File: config.mk
export PLATFORM = sky130hd
export DESIGN_NAME = ddr_arb_corefifo_gray_ptr_sync_flat
export DESIGN_NICKNAME = d
export VERILOG_FILES = /design/src/rtl/ddr_arb_corefifo_gray_ptr_sync_if.sv /design/src/rtl/ddr_arb_corefifo_gray_ptr_sync.sv /design/src/flat_wrapper.sv
export SDC_FILE = /design/constraint.sdc
export NUM_CORES = 1
export LEC_CHECK = 0
export ABC_CLOCK_PERIOD_IN_PS = 1500
export CAP_MARGIN = 30
export CELL_PAD_IN_SITES_DETAIL_PLACEMENT = 2
export CELL_PAD_IN_SITES_GLOBAL_PLACEMENT = 2
export CORE_MARGIN = 3
export CORE_UTILIZATION = 26
export CTS_CLUSTER_SIZE = 10
export DETAILED_ROUTE_END_ITERATION = 6
export PLACE_DENSITY_LB_ADDON = 0.1
export SLEW_MARGIN = 20
export SYNTH_ARGS = -nofsm -noshare
export SYNTH_HDL_FRONTEND = slang
export SYNTH_SLANG_ARGS = --single-unit
File: constraint.sdc
create_clock -name clk -period 1.5 [get_ports clk]
set_input_delay 0.3 -clock clk [delete_from_list [all_inputs] [get_ports clk]]
set_output_delay 0.3 -clock clk [all_outputs]
set_load 0.03 [all_outputs]
File: src/rtl/ddr_arb_corefifo_gray_ptr_sync_if.sv
// Bus bundle for the Gray pointer synchroniser: source-side Gray pointers in and
// synchronised/decoded pointers, change strobes and status out.
interface ddr_arb_corefifo_gray_ptr_sync_if #(
   parameter int ADDRWIDTH = 3,
   parameter int NUM_CH    = 1
);
   localparam int PW = ADDRWIDTH + 1;

   logic                 sync_clr;
   logic [NUM_CH*PW-1:0] inp;
   logic [NUM_CH*PW-1:0] sync_out;
   logic [NUM_CH*PW-1:0] bin_out;
   logic [NUM_CH-1:0]    chg;
   logic                 sync_vld;
   logic [NUM_CH-1:0]    err;

   modport master (
      output sync_clr, inp,
      input  sync_out, bin_out, chg, sync_vld, err
   );

   modport slave (
      input  sync_clr, inp,
      output sync_out, bin_out, chg, sync_vld, err
   );
endinterface

File: src/rtl/ddr_arb_corefifo_gray_ptr_sync.sv
// Multi-channel Gray pointer synchroniser, latency NUM_STAGES (Gray) / NUM_STAGES+1 (binary), no backpressure.
// Optional per-channel Gray-protocol checker built when GRAY_PTR_SYNC_ERR_CHK_EN is defined.
module ddr_arb_corefifo_gray_ptr_sync #(
   parameter int NUM_STAGES = 2,
   parameter int ADDRWIDTH  = 3,
   parameter int NUM_CH     = 1
) (
   input  logic                              clk,
   input  logic                              rstn,
   ddr_arb_corefifo_gray_ptr_sync_if.slave   bus
);
   localparam int PW = ADDRWIDTH + 1;
   localparam int CW = $clog2(NUM_STAGES + 2);
   localparam logic [CW-1:0] VLD_CNT = CW'(NUM_STAGES + 1);

   logic [CW-1:0]        warm_cnt;
   logic                 vld;
   logic [NUM_CH*PW-1:0] sync_all;
   logic [NUM_CH*PW-1:0] bin_all;
   logic [NUM_CH-1:0]    chg_all;
   logic [NUM_CH-1:0]    err_all;

   // Warm-up counter saturates once the chain and decode register hold fresh data.
   always_ff @(posedge clk or negedge rstn) begin
      if (!rstn) begin
         warm_cnt <= '0;
      end else if (bus.sync_clr) begin
         warm_cnt <= '0;
      end else if (warm_cnt != VLD_CNT) begin
         warm_cnt <= warm_cnt + 1'b1;
      end
   end

   assign vld = (warm_cnt == VLD_CNT);

   for (genvar k = 0; k < NUM_CH; k++) begin : g_ch
      logic [PW-1:0] stage [NUM_STAGES];
      logic [PW-1:0] gray;
      logic [PW-1:0] bin_nxt;
      logic [PW-1:0] bin_q;
      logic          chg_q;

      always_ff @(posedge clk or negedge rstn) begin
         if (!rstn) begin
            for (int i = 0; i < NUM_STAGES; i++) stage[i] <= '0;
         end else if (bus.sync_clr) begin
            for (int i = 0; i < NUM_STAGES; i++) stage[i] <= '0;
         end else begin
            stage[0] <= bus.inp[k*PW +: PW];
            for (int i = 1; i < NUM_STAGES; i++) stage[i] <= stage[i-1];
         end
      end

      assign gray = stage[NUM_STAGES-1];

      // Each binary bit is the XOR of all Gray bits at and above it.
      always_comb begin
         bin_nxt = '0;
         for (int j = 0; j < PW; j++) bin_nxt[j] = ^(gray >> j);
      end

      always_ff @(posedge clk or negedge rstn) begin
         if (!rstn) begin
            bin_q <= '0;
            chg_q <= 1'b0;
         end else if (bus.sync_clr) begin
            bin_q <= '0;
            chg_q <= 1'b0;
         end else begin
            bin_q <= bin_nxt;
            chg_q <= vld && (bin_nxt != bin_q);
         end
      end

      assign sync_all[k*PW +: PW] = gray;
      assign bin_all[k*PW +: PW]  = bin_q;
      assign chg_all[k]           = chg_q;

`ifdef GRAY_PTR_SYNC_ERR_CHK_EN
      logic [PW-1:0] prev_q;
      logic          err_q;

      // A legal Gray stream never moves more than one bit between samples.
      always_ff @(posedge clk or negedge rstn) begin
         if (!rstn) begin
            prev_q <= '0;
            err_q  <= 1'b0;
         end else if (bus.sync_clr) begin
            prev_q <= '0;
            err_q  <= 1'b0;
         end else begin
            prev_q <= gray;
            if (vld && ($countones(gray ^ prev_q) > 1)) err_q <= 1'b1;
         end
      end

      assign err_all[k] = err_q;
`else
      assign err_all[k] = 1'b0;
`endif
   end

   assign bus.sync_out = sync_all;
   assign bus.bin_out  = bin_all;
   assign bus.chg      = chg_all;
   assign bus.err      = err_all;
   assign bus.sync_vld = vld;
endmodule

File: src/flat_wrapper.sv
// flat-port wrapper written by rule: the top's interface ports become plain ports
module ddr_arb_corefifo_gray_ptr_sync_flat 
#(
   parameter int NUM_STAGES = 2,
   parameter int ADDRWIDTH  = 3,
   parameter int NUM_CH     = 1
)
  (clk, rstn, bus_sync_clr, bus_inp, bus_sync_out, bus_bin_out, bus_chg, bus_sync_vld, bus_err);
  ddr_arb_corefifo_gray_ptr_sync_if #(.ADDRWIDTH(ADDRWIDTH), .NUM_CH(NUM_CH)) bus_i ();
  input  logic clk;
  input  logic rstn;
  input wire logic [$bits(bus_i.sync_clr)-1:0] bus_sync_clr;
  input wire logic [$bits(bus_i.inp)-1:0] bus_inp;
  output wire logic [$bits(bus_i.sync_out)-1:0] bus_sync_out;
  output wire logic [$bits(bus_i.bin_out)-1:0] bus_bin_out;
  output wire logic [$bits(bus_i.chg)-1:0] bus_chg;
  output wire logic [$bits(bus_i.sync_vld)-1:0] bus_sync_vld;
  output wire logic [$bits(bus_i.err)-1:0] bus_err;
  assign bus_i.sync_clr = bus_sync_clr;
  assign bus_i.inp = bus_inp;
  assign bus_sync_out = bus_i.sync_out;
  assign bus_bin_out = bus_i.bin_out;
  assign bus_chg = bus_i.chg;
  assign bus_sync_vld = bus_i.sync_vld;
  assign bus_err = bus_i.err;
  ddr_arb_corefifo_gray_ptr_sync #(.NUM_STAGES(NUM_STAGES), .ADDRWIDTH(ADDRWIDTH), .NUM_CH(NUM_CH)) u_core (.clk(clk), .rstn(rstn), .bus(bus_i));
endmodule
[Word level (Yosys, flattened, before mapping)]
Cells that the tools add are included.
Word-level totals
  bits in registers: 15
  input port bits: 7
  output and inout port bits: 11
  logic and storage cells: 20
Operators by class
  $add $sub $neg: 1
  eq/ne operators: 3
  multiplexer cells: 5
  reduce and logical (&&, ||, !) cells: 6
Operator list (number)
  $reduce_xor A4 Y1: 4
  $mux W8: 1
  $mux W2: 2
  $mux W4: 1
  $ne A4 B4 Y1: 1
  $add A2 B1 Y2 const B: 1
  $eq A2 B2 Y1 const B: 1
  $ne A2 B2 Y1 const B: 1
  $reduce_bool A2 Y1: 1
  $logic_and A1 B1 Y1: 1
  $mux W1: 1

[Depth between registers and ports, before layout]
Gate-level depths: netlist (run 1).
  depth in word-level cells: 4
  mapped depth: 4
  gate-level depth less buffers: 4

[Least setup slack after synthesis (run 1)]
Ideal clock, no wire load.
  path type: flip-flop to flip-flop
  start: register u_core.g_ch[0].stage (netlist bit u_core.bus.sync_out[3])
  end: register u_core.g_ch[0].chg_q (netlist: u_core.bus.chg)
  library setup time: 124 ps
  arrival time: 1245 ps
  path slack: 131 ps
  cell stages (with the launch flop): 5
  clock period less this slack: 1369 ps
  cells stage by stage: dfrtp_1 > xnor3_1 > xor2_1 > xor2_1 > a21oi_1
On the way
  longest elaborated chain between the ends: 4
  elaborated cells between the ends (all ways): 7
Ends and longest elaborated chain
  from (decl): RTL line ddr_arb_corefifo_gray_ptr_sync.sv:37  | logic [PW-1:0] stage [NUM_STAGES];
  $reduce_xor A4 Y1: RTL line ddr_arb_corefifo_gray_ptr_sync.sv:59  | for (int j = 0; j < PW; j++) bin_nxt[j] = ^(gray >> j);
  $ne A4 B4 Y1 (*): RTL line ddr_arb_corefifo_gray_ptr_sync.sv:71  | chg_q <= vld && (bin_nxt != bin_q);
  $logic_and A1 B1 Y1 (*): RTL line ddr_arb_corefifo_gray_ptr_sync.sv:71
  $mux W1 (*): RTL line ddr_arb_corefifo_gray_ptr_sync.sv:66  | end else if (bus.sync_clr) begin
  to (signal assigned): RTL line ddr_arb_corefifo_gray_ptr_sync.sv:71
  to (decl): RTL line ddr_arb_corefifo_gray_ptr_sync.sv:41  | logic chg_q;
Every way passes the cells marked *; elsewhere a longest branch is shown, timed or not.
A chain may end at the register's enable or synchronous reset.

[Worst setup path after layout (run 1)]
  start: register u_core.warm_cnt[0]
  end: output port bus_sync_vld
On the way
  longest elaborated chain between the ends: 1
Ends and longest elaborated chain
  from (decl): RTL line ddr_arb_corefifo_gray_ptr_sync.sv:16  | logic [CW-1:0] warm_cnt;
  from (signal assigned): RTL line ddr_arb_corefifo_gray_ptr_sync.sv:30  | warm_cnt <= warm_cnt + 1'b1;
  $eq A2 B2 Y1: RTL line ddr_arb_corefifo_gray_ptr_sync.sv:34  | assign vld = (warm_cnt == VLD_CNT);
  to (decl): RTL line flat_wrapper.sv:17  | output wire logic [$bits(bus_i.sync_vld)-1:0] bus_sync_vld;
No other way between the ends.

==> results of run 1 <==
per-stage QoR:
stage	power, mW	hold WS, ns	setup WS, ns	util (%)	instance area (um^2)
final	0.859	0.327	0.0666	38.1	876
after global placement	0.645	0.444	0.000976	37.1	852
after CTS	0.876	0.327	0.0183	37.7	867
after global routing	0.918	0.343	0.00192	38.1	876
after floorplan	0.573	0.00441	0.131	-	656
after detailed placement	0.650	0.470	0.0298	37.1	852
report_power, final:
group          switching [mW]  internal (mW)  total (mW)
Sequential             0.0178          0.433       0.451
Combinational          0.0970         0.0841       0.181
Clock                   0.124          0.103       0.227
Total                   0.239          0.620       0.859
timing repair:
item / CTS / global route
pin swaps: 0 / 1
setup endpoints to repair: 9 / 1
gates cloned: 0 / 0
buffers inserted: 0 / 0
gates resized for setup: 9 / 2
placed cells by master (no fill, tap or decap), types with 2 or more instances in the layout:
master            n
nor2b_1          10
clkbuf_4          3
xor2_1            3
nor2_1            6
buf_4             7
dfrtp_1          15
dlygate4sd2_1     9
clkdlybuf4s50_1   6
nand2_1           2
mux2i_1           3
sequential cells by signal, indices dropped and copies added (netlist names):
| name | count |
|---|---|
| u_core.warm_cnt | 2 |
| u_core.g_ch.stage | 4 |
| u_core.bus.sync_out | 4 |
| u_core.bus.bin_out | 4 |
| u_core.bus.chg | 1 |
kinds of logic (layout without fill, tap and decap cells):
logic type / after synthesis / after routing / synth area share (%)
muxes: 3 / 3 / 4.58
adders and majority gates: 1 / 1 / 1.91
DFF: 15 / 15 / 57.3
AOI/OAI and AO/OA: 2 / 2 / 2.10
xor gates and xnor gates: 6 / 6 / 10.1
other: 1 / 1 / 0.572
buffers and inverters: 6 / 26 / 6.30
and+or+nand+nor: 21 / 21 / 17.2
layout make-up:
cell class	count	area [um^2]	share of cell area, %
Clock buffer	4	26.3	3.00
Multi-Input combinational cell	34	248	28.3
Sequential cell	15	375	42.9
Tap cell	28	35.0	4.00
Timing Repair Buffer	22	191	21.9
layer usage:
metal  GRT usage, %  share of wire [%]  up-vias
met5              0                  0        -
met4           5.08                1.4        0
met3           2.78                7.0        2
met2           14.4                 50       15
met1           10.0                 41      211
li1               -                  -      205
path summary, 6_finish.rpt:
check,from,end,slack (ns),cells after the start
setup / recovery,u_core.warm_cnt[0],bus_sync_vld,0.07,2
hold / removal,rstn,u_core.g_ch[0].stage[5],0.33,2
setup reg to reg,u_core.bus.sync_out[1],u_core.bus.chg,0.11,4
hold reg to reg,u_core.g_ch[0].stage[5],u_core.bus.sync_out[1],0.48,1
max in group asynchronous,rstn,u_core.warm_cnt[1],1.00,2
min in group clk,u_core.g_ch[0].stage[5],u_core.bus.sync_out[1],0.48,1
==> flow_summary.yaml, run 1 <==
worst_setup_path:
  crit_family: "flip-flops"
  setup.worst_path.end_class: "output pin"
  cp_max_fo: 4
  crit_path_start_kind: "register"
  crit_chain: "ha_1 -> buf_4"
  cpPeakStageDelay_ns: 0.40
  worstPathRequired_ns: 1.20
  arrival_ns: 1.13
  critPathKind: "register to output pin"
  cp_num_buf_inv: 1
  crit_slowest_cell: "dfrtp_1"
yosys:
  async_flop_share_pct: 100
  yosysSeqAreaShare_pct: 57.3
  synth.distinct_cells: 17
  synth_most_common_cell: "dfrtp_1"
  yosysWarningCount: 0
  ys_ff_latch: 15
  yosysTopAreaCell: "dfrtp_1"
  synth_edf_count: 0
  synth_fp_nets: 63
  avgSynthCellArea_um2: 11.9
  syn-cell-area_um2: 656
  synth_area_leaders: "dfrtp_1, nor2b_1, buf_4"
  synth_commonest_cells: "dfrtp_1, nor2b_1, nor2_1"
  ys.flop_type: "dfrtp_1"
  netlist_instances: 55
  yosysTopAreaCellShare_pct: 57.3
die:
  fp.dieH_um: 56.2
  num_rows: 17
  pin_count: 18
  core_area_um2: 2300
  dieArea_um2: 3160
  start_util_pct: 28.5
  die_w_um: 56.2
clock_tree:
  clk_pin_slew_ns: 0.09
  worst_skew_pair.late_latency_ns: 0.28
  cts_buffer_depth: 2
  cts.sinks: 15
  numCtsBuffers: 3
  cts_hold_buf: 0
  h-tree-depth: 1
  cts_tree: "done"
  cts_root_buffer: "clkbuf_4"
place:
  dp_cells: 99
  io_buffer_count: 16
  post-dp-hpwl_um: 998
  gp_congestion: 0.664
power:
  ir_drop_uv: 534
  p_per_area_nw_per_um2: 981
  p_leak_nw: 0.450
drt:
  wire_per_inst_um: 12.0
  firstDrtPassIters: 3
  wl_um: 1240
  drc_errors: 0
  vias: 433
  ant_nets: 0
  vias_per_cell: 4.20
  drtIter0Drc: 3
global_routing:
  grt_max_degree: 16
  antenna_found_initial: 0
  grt_pass1_wl_um: 2060
  grt_pass1_vias: 457
  overflow: 0
  gr-usage-all-layers_pct: 8.80
sta:
  finalClockSkew_ns: 0.000959
  fmax_mhz: 698
  finalSetupViolCount: 0
  fin_crit_sh_pct: 95.6
  grt_setup_unrepaired: "false"
  drv_slew: 0
  min_period_ns: 1.43
  hold_viol_final: 0
  fin_setup_tns_ns: 0
layout:
  final_cells: 103
  nets: 84
  drive_above_1_share_pct: 17.3
  syn2layout_area_growth_pct: 33.6
  num-fill-cells: 263
  antenna_cells: 0
min_path:
  hold_path.class: "input pin to asynchronous set/reset pin"
run_status:
  outcome: "finished, final reports clean"
flow_run:
  drv_cap: 0
Power figures use the tool's default switching activity.
==> run 2: changes to the inputs <==
Settings changed: ABC_AREA set to 0, GPL_TIMING_DRIVEN set to 1.
==> results of run 2 <==
Final layout, timing and power as in run 1 (identical DEF).
